--- src/rtl/lsu_dmem_master.sv ---
// Load/store unit for the MEM stage. It turns byte, halfword and word requests into
// word-wide accesses to a word-addressed memory that reads combinationally and writes
// on the clock edge. Sub-word stores use a read-modify-write sequence. Misaligned or
// reserved-size requests are answered with an error and never reach the memory.
module lsu_dmem_master #(
  parameter int unsigned WIDTH = 32
) (
  input  logic             clk,
  input  logic             rst_n,
  input  logic             req_valid,
  output logic             req_ready,
  input  logic             req_write,
  input  logic [1:0]       req_size,
  input  logic             req_unsigned,
  input  logic [WIDTH-1:0] req_addr,
  input  logic [WIDTH-1:0] req_wdata,
  output logic             busy,
  output logic             rsp_valid,
  output logic [WIDTH-1:0] rsp_rdata,
  output logic             rsp_err,
  output logic [WIDTH-1:0] mem_addr,
  output logic             mem_we,
  output logic [WIDTH-1:0] mem_wdata,
  input  logic [WIDTH-1:0] mem_rdata
);

  typedef enum logic [2:0] {
    StIdle,
    StLoad,
    StRmwRd,
    StWrite,
    StResp
  } state_e;

  localparam logic [1:0] SizeByte = 2'b00;
  localparam logic [1:0] SizeHalf = 2'b01;
  localparam logic [1:0] SizeWord = 2'b10;
  localparam logic [1:0] SizeRsvd = 2'b11;

  state_e           state_q, state_d;
  logic             write_q, write_d;
  logic [1:0]       size_q, size_d;
  logic             unsigned_q, unsigned_d;
  logic [WIDTH-1:0] addr_q, addr_d;
  logic [WIDTH-1:0] wdata_q, wdata_d;
  logic             err_q, err_d;
  logic [WIDTH-1:0] rdata_q, rdata_d;
  logic [WIDTH-1:0] merge_q, merge_d;

  logic             req_err;
  logic [4:0]       sh_amt;
  logic [WIDTH-1:0] shifted;
  logic [WIDTH-1:0] load_ext;
  logic [WIDTH-1:0] lane_mask;
  logic [WIDTH-1:0] merge_word;
  logic             sign_b;
  logic             sign_h;

  // Classify the incoming request as misaligned or reserved-size.
  always_comb begin
    req_err = 1'b0;
    unique case (req_size)
      SizeByte: req_err = 1'b0;
      SizeHalf: req_err = req_addr[0];
      SizeWord: req_err = (req_addr[1:0] != 2'b00);
      SizeRsvd: req_err = 1'b1;
      default:  req_err = 1'b1;
    endcase
  end

  // Lane extraction for loads and lane merge for sub-word stores, from latched request.
  always_comb begin
    sh_amt  = {addr_q[1:0], 3'b000};
    shifted = mem_rdata >> sh_amt;
    sign_b  = ~unsigned_q & shifted[7];
    sign_h  = ~unsigned_q & shifted[15];
    unique case (size_q)
      SizeByte: load_ext = {{(WIDTH-8){sign_b}}, shifted[7:0]};
      SizeHalf: load_ext = {{(WIDTH-16){sign_h}}, shifted[15:0]};
      default:  load_ext = mem_rdata;
    endcase
    if (size_q == SizeByte) begin
      lane_mask = {{(WIDTH-8){1'b0}}, 8'hFF} << sh_amt;
    end else begin
      lane_mask = {{(WIDTH-16){1'b0}}, 16'hFFFF} << sh_amt;
    end
    merge_word = (mem_rdata & ~lane_mask) | ((wdata_q << sh_amt) & lane_mask);
  end

  // Next-state logic and capture of request, load result and merge word.
  always_comb begin
    state_d    = state_q;
    write_d    = write_q;
    size_d     = size_q;
    unsigned_d = unsigned_q;
    addr_d     = addr_q;
    wdata_d    = wdata_q;
    err_d      = err_q;
    rdata_d    = rdata_q;
    merge_d    = merge_q;
    unique case (state_q)
      StIdle: begin
        if (req_valid) begin
          write_d    = req_write;
          size_d     = req_size;
          unsigned_d = req_unsigned;
          addr_d     = req_addr;
          wdata_d    = req_wdata;
          err_d      = req_err;
          rdata_d    = '0;
          merge_d    = '0;
          if (req_err) begin
            state_d = StResp;
          end else if (!req_write) begin
            state_d = StLoad;
          end else if (req_size == SizeWord) begin
            state_d = StWrite;
          end else begin
            state_d = StRmwRd;
          end
        end
      end
      StLoad: begin
        rdata_d = load_ext;
        state_d = StResp;
      end
      StRmwRd: begin
        merge_d = merge_word;
        state_d = StWrite;
      end
      StWrite: state_d = StResp;
      StResp:  state_d = StIdle;
      default: state_d = StIdle;
    endcase
  end

  // State and datapath registers; reset aborts any access in flight.
  always_ff @(posedge clk or negedge rst_n) begin
    if (!rst_n) begin
      state_q    <= StIdle;
      write_q    <= 1'b0;
      size_q     <= 2'b00;
      unsigned_q <= 1'b0;
      addr_q     <= '0;
      wdata_q    <= '0;
      err_q      <= 1'b0;
      rdata_q    <= '0;
      merge_q    <= '0;
    end else begin
      state_q    <= state_d;
      write_q    <= write_d;
      size_q     <= size_d;
      unsigned_q <= unsigned_d;
      addr_q     <= addr_d;
      wdata_q    <= wdata_d;
      err_q      <= err_d;
      rdata_q    <= rdata_d;
      merge_q    <= merge_d;
    end
  end

  // Memory port and handshake outputs, decoded from registered state only.
  always_comb begin
    req_ready = (state_q == StIdle);
    busy      = (state_q != StIdle);
    rsp_valid = (state_q == StResp);
    rsp_err   = (state_q == StResp) & err_q;
    rsp_rdata = (state_q == StResp) ? rdata_q : '0;
    mem_we    = (state_q == StWrite);
    mem_addr  = '0;
    mem_wdata = '0;
    if ((state_q == StLoad) || (state_q == StRmwRd) || (state_q == StWrite)) begin
      mem_addr = {addr_q[WIDTH-1:2], 2'b00};
    end
    if (state_q == StWrite) begin
      // write_q is always set here; word stores bypass the merge path.
      mem_wdata = (write_q && (size_q == SizeWord)) ? wdata_q : merge_q;
    end
  end

endmodule

--- config.mk ---
export PLATFORM = sky130hd
export DESIGN_NAME = lsu_dmem_master
export DESIGN_NICKNAME = d
export VERILOG_FILES = /design/src/rtl/lsu_dmem_master.sv
export SDC_FILE = /design/constraint.sdc
export NUM_CORES = 1
export LEC_CHECK = 0
export CORE_MARGIN = 2
export CORE_UTILIZATION = 41
export CTS_CLUSTER_DIAMETER = 60
export DETAILED_ROUTE_END_ITERATION = 16
export GPL_TIMING_DRIVEN = 0
export HOLD_SLACK_MARGIN = 0.03
export PLACE_DENSITY = 0.69
export SYNTH_ARGS = -nofsm -noshare
export SYNTH_HDL_FRONTEND = slang
export SYNTH_SLANG_ARGS = --single-unit
--- constraint.sdc ---
create_clock -name clk -period 2.3 [get_ports clk]
set_input_delay 0.69 -clock clk [delete_from_list [all_inputs] [get_ports clk]]
set_output_delay 0.69 -clock clk [all_outputs]
set_load 0.02 [all_outputs]
# After elaboration in Yosys (flattened, before gate mapping)
# Index checks and enable logic that the tools add are counted.
# word_totals
input_bits	103
regBits	136
# classes
shift	4
mux	15
reduce_logical	14
eq_ne	10
bitwise	8
# ops
cell	count
$mux 32	6
$pmux 32 s2	3
$and 32x32->32	2
$not 32->32	1
$or 32x32->32	1
$shl 16x5->32 const A	1
$shl 32x5->32	1
$shl 8x5->32 const A	1
$shr 32x5->16	1
$pmux 3 s3	1
$eq 2x2->1 const B	3
$eq 3x2->1 const B	2
$mux 3	2
$reduce_and 2->1	3
$reduce_bool 2->1	3
$eq 2x1->1 const B	2
$logic_not 2->1	2
$pmux 1 s4	1
$and 1x1->1	3
$eq 3x1->1 const B	1
$eq 3x3->1 const B	1
$logic_not 3->1	1
$reduce_bool 3->1	1
$logic_or 1x1->1	2
other kinds (6)	6

# Depth between registers and ports, before layout
# logic_depth
ltp_word	6
ltp_mapped	7
depth_no_buf	4

# Worst setup path after synthesis
# OpenSTA, ideal clock, no wires.
# synth_path
path_type	register to output
startpoint	reg size_q[1]
endpoint	out mem_wdata[1]
path_stages_with_launch	7
t_required_ns	1.610
slack_ns	0.014
arrival_time_ns	1.596
path_cell_list	dfrtp_1 -> buf_2 -> inv_1 -> nor3b_1 -> buf_2 -> nand2_1 -> a21oi_1
# synth_via
elab_chain_cells	4
# synth_lines
element	line_no	source
from (decl)	42	logic [1:0] size_q, size_d;
from (signal assigned)	152	size_q <= size_d;
$eq 2x2->1	177	mem_wdata = (write_q && (size_q == SizeWord)) ? wdata_q : merge_q;
$logic_and 1x1->1	177	
$mux 32	177	
$mux 32	175	if (state_q == StWrite) begin
to (decl)	23	output logic [WIDTH-1:0] mem_wdata,
# Every way passes these cells.

# Worst setup path in the final report
# layout_path
startpoint	reg size_q[1]
endpoint	out mem_wdata[30]
# The elaborated chain is that of the path after synthesis.

==> results summary <==
The number of antenna violations at the first check in global routing was 0. Across every metal layer, demand over resource in global routing totals 0.272. The fraction of layout cells with a size suffix above 1 came out at 0.319. The final wirelength came out at around 26 mm. Of the total power, registers draw 0.270.

The floorplan step set the die height to 136 um. The required time of the worst setup path is about 1.6 ns. The floorplan core area came out at 17,200 um^2. The worst setup path is launched from a flip-flop. The pre-antenna-repair detailed-routing pass consisted of 6 iterations.

The checks that failed: negative setup slack. The horizontal extent of the die is ~140 um. The total vias in the final route came out at roughly 7,600. The clock tree buffer depth is 2.

The number of instances in the synthesized netlist is about 870. Row generation in the floorplan step produced 48 rows. The flip-flop and latch count after synthesis came out at 136.

The remaining antenna violation count after routing is 0. The setup slack on the worst flop-to-flop path is 0.07 ns. The I/O pin total is approximately 200. Of the available clock period, the critical path in the final layout requires 1.17. Walking the worst path, the cells encountered are buf_6 -> inv_6 -> nor3b_4 -> buf_12 -> clkbuf_16 -> nand2_4 -> a21oi_2 -> buf_6. The clock period minus worst slack is 2.68 ns. TritonCTS built the clock tree.

The design draws around 16 mW. The critical path is of the reg2out type. Clock tree synthesis inserted a total of 17 buffers.

The final net count came out at approximately 1,200. Together, buffers and inverters on the worst path number 5. The portion of total power attributed to the clock network came out at 0.187. The worst-path maximum fanout came out at 8. The instance count after placement with tap cells included is ~1,300. The post-detailed-placement half-perimeter wirelength is 17.5 mm. Entering global routing, the biggest net connects 78 pins.

The first routing iteration left 692 violations. The tool flagged a number of max-cap violations equal to 0. For this run the aggregate overflow at the end of global routing stands at 0. The DRC violations left is 0.

The number of different library cells used by synthesis comes to 44. The clock latency of the later-clocked register in the worst-skew pair came out at 0.43 ns. The final total negative setup slack came out at -20.82 ns. The cell family contributing the most delay on the critical path is buffers and inverters. The per-instance average area after synthesis is 8.25 um^2.

The number of clock sinks came out at around 140. The number of non-filler instances in the completed layout is 1,371. The via count of the first global-routing pass is 7,118. Setup slack on the critical path of the routed design comes to -0.381 ns. The static leakage power is between 5 and 6 nW.

STA puts the critical path data arrival time at 1.99 ns. The worst slew margin relative to its limit came out at 0.533. The stage delay of the slowest cell on the critical path came out at approximately 0.38 ns. Counting stages on the worst path, the most repeated cell is sky130_fd_sc_hd__buf_6. The number of max-slew violations in the final report came out at 0.

The H-tree generated during clock tree synthesis spans 4 levels. The final-report hold violation count was 0. The flow ran to the end, but the final reports show violations. The number of input and output port buffers inserted is 201. After detailed routing, the average wire length per cell comes to roughly 19 um. The first global-routing pass estimated 38.5 mm of wire. Setup repair after global routing could not meet its margin everywhere.

The class of the most critical hold timing path is in2async. The post-detailed-route via-to-cell ratio is 5.51. The final setup skew is approximately 0.013 ns. The sequential share of the synthesized area is 0.476.

The number of enable flip-flop cells after synthesis is 0. The worst setup path is captured at a primary output. The number of warning messages in the yosys log is 0.

0 antenna diodes ended up in the layout. The dominant synthesized flop cell is sky130_fd_sc_hd__dfrtp_1. The startpoint identified for the worst register-to-register timing path is state_q[2].

The count of hold buffers inserted by post-cts repair is 0. The transition time of the tightest slew-check pin came out at between 0.6 and 0.7 ns. The total die area is ~19,000 um^2. Of the total power, the share spent switching nets is 0.415. Of all flip-flops after synthesis, the portion carrying an async set or reset was 1.00. In this run the cell area of the synthesized design comes to 7150 um^2. The clock transition at the registers of the reported paths is approximately 0.06 ns. The worst register-to-register path ends at rdata_q[30].

The switching power summed over all nets came out at 6.53 mW. For this configuration, the core starts out at a cell density of 0.417. The worst hold margin is between 0.2 and 0.25 ns. The total of fill cells in the finished design is 1,378.

The global placement routability congestion came out at just over 0.9. The final-report setup violation count came out at 96. The cell area power density came out at between 1000 and 1500 nW/um^2. The number of cells on the worst reg-to-reg path is 6. The peak clock frequency supported by timing is 373 MHz. The layout overhead on the synthesized area is 61.8%. The combinational share of power is 0.542.

The pre-CTS worst setup slack came out at -1.04 ns. For this design, the slowest cell found on the critical path is sky130_fd_sc_hd__dfrtp_1. The root cell of the clock tree is sky130_fd_sc_hd__clkbuf_16. The highest ir drop seen on vdd came out at 0.000836 V. The internal cell power is 9.22 mW.
kinds of logic (layout without fill, tap and decap cells):
| group | after synthesis | in the layout | share of synthesized area |
|---|---|---|---|
| compound gates | 161 | 161 | 0.143 |
| other cells | 1 | 2 | 0.000524 |
| flops | 136 | 136 | 0.476 |
| mux | 35 | 35 | 0.0502 |
| simple gates | 459 | 459 | 0.284 |
| buf+inv | 75 | 353 | 0.0462 |
flip-flops by register name (all words and copies together) (netlist names):
| name | cells |
|---|---|
| state_q | 3 |
| unsigned_q | 1 |
| wdata_q | 32 |
| rdata_q | 32 |
| merge_q | 32 |
| write_q | 1 |
| addr_q | 32 |
| err_q | 1 |
| size_q | 2 |
stage by stage:
step / area [um^2] / utilization
after floorplan: 7160 / -
after global placement: 9450 / 0.550
after detailed placement: 9480 / 0.552
after CTS: 10800 / 0.626
after global routing: 11600 / 0.674
final: 11600 / 0.674
worst register-to-register path, delay by kind of cell (launching register included):
kind,cells,cell delay [ns]
AND/OR/NAND/NOR,2,0.75
AO/OA/AOI/OAI,1,0.37
buffers and inverters,3,0.55
flip-flops,1,0.44
per-layer routing:
layer	vias up	global-route usage	wire length (um)
met5	-	0	0
met1	3624	0.371	10800
li1	3466	-	-
met2	387	0.432	12100
met4	0	0.0972	888
met3	80	0.0522	2200
timing repair:
item,4_1_cts,5_1_grt
pin swaps,41,50
cloned,6,6
resized for setup,673,181
setup buffers,28,10
endpoints found under the setup margin,108,200
cell usage in the layout (no fill, tap or decap), types with 29 or more instances in the layout:
cell,n
sky130_fd_sc_hd__clkdlybuf4s50_1,101
sky130_fd_sc_hd__buf_6,112
sky130_fd_sc_hd__a21oi_1,35
sky130_fd_sc_hd__o21ai_0,36
sky130_fd_sc_hd__and2_4,31
sky130_fd_sc_hd__buf_4,33
sky130_fd_sc_hd__dfrtp_1,135
sky130_fd_sc_hd__nor2_1,46
sky130_fd_sc_hd__nand2_1,253
sky130_fd_sc_hd__and3_4,29
synth_stat cells, types with 3 or more instances:
library cell                count  area [um^2]
sky130_fd_sc_hd__a21oi_1       65          325
sky130_fd_sc_hd__a221o_1       16          160
sky130_fd_sc_hd__a22o_1         7         61.3
sky130_fd_sc_hd__and2_1        39          244
sky130_fd_sc_hd__and3_1        33          206
sky130_fd_sc_hd__buf_1          4         15.0
sky130_fd_sc_hd__buf_2         21          105
sky130_fd_sc_hd__buf_4          4         30.0
sky130_fd_sc_hd__clkbuf_1      40          150
sky130_fd_sc_hd__dfrtp_1      136         3400
sky130_fd_sc_hd__inv_1          5         18.8
sky130_fd_sc_hd__mux2_2         7         78.8
sky130_fd_sc_hd__mux2i_1       28          280
sky130_fd_sc_hd__nand2_1      289         1080
sky130_fd_sc_hd__nand3_1       28          140
sky130_fd_sc_hd__nand3b_1       3         22.5
sky130_fd_sc_hd__nor2_1        48          180
sky130_fd_sc_hd__nor2b_1        3         18.8
sky130_fd_sc_hd__nor3_1         3         15.0
sky130_fd_sc_hd__o21ai_0       36          180
sky130_fd_sc_hd__o2bb2ai_1      7         61.3
sky130_fd_sc_hd__o31ai_1       10         75.1
sky130_fd_sc_hd__o41ai_1        8         70.1
power groups by stage:
| stage | sequential, mW | clock, mW | combinational (mW) |
|---|---|---|---|
| 6_report | 4.26 | 2.95 | 8.54 |
| 5_1_grt | 4.36 | 3.07 | 9.20 |
| 4_1_cts | 4.11 | 2.97 | 7.54 |
| 3_5_place_dp | 4.07 | 0 | 6.40 |
| 3_3_place_gp | 4.05 | 0 | 6.31 |
| 2_1_floorplan | 3.85 | 0 | 4.29 |
layout make-up:
cell class,instances,area [um^2],share of cell area
multi-input combinational,657,4070,0.352
sequential,136,3400,0.294
timing repair buffer,248,2650,0.229
buffer,69,513,0.0443
clock buffer,24,492,0.0425
tap,225,282,0.0243
clock inverter,7,140,0.0121
inverter,5,23.8,0.00205
worst max-delay path by stage:
stage / start / to / slack, ns / cells past startpoint
2_1_floorplan: size_q[1] / mem_wdata[1] / 0.01 / 6
3_3_place_gp: rst_n / addr_q[23] / -5.03 / 1
3_5_place_dp: size_q[1] / mem_wdata[11] / -1.04 / 7
4_1_cts: size_q[0] / mem_wdata[9] / -0.25 / 7
5_1_grt: size_q[1] / mem_wdata[30] / -0.38 / 8
6_report: size_q[1] / mem_wdata[30] / -0.38 / 8
Note: power is estimated with default switching activity, not from simulation.
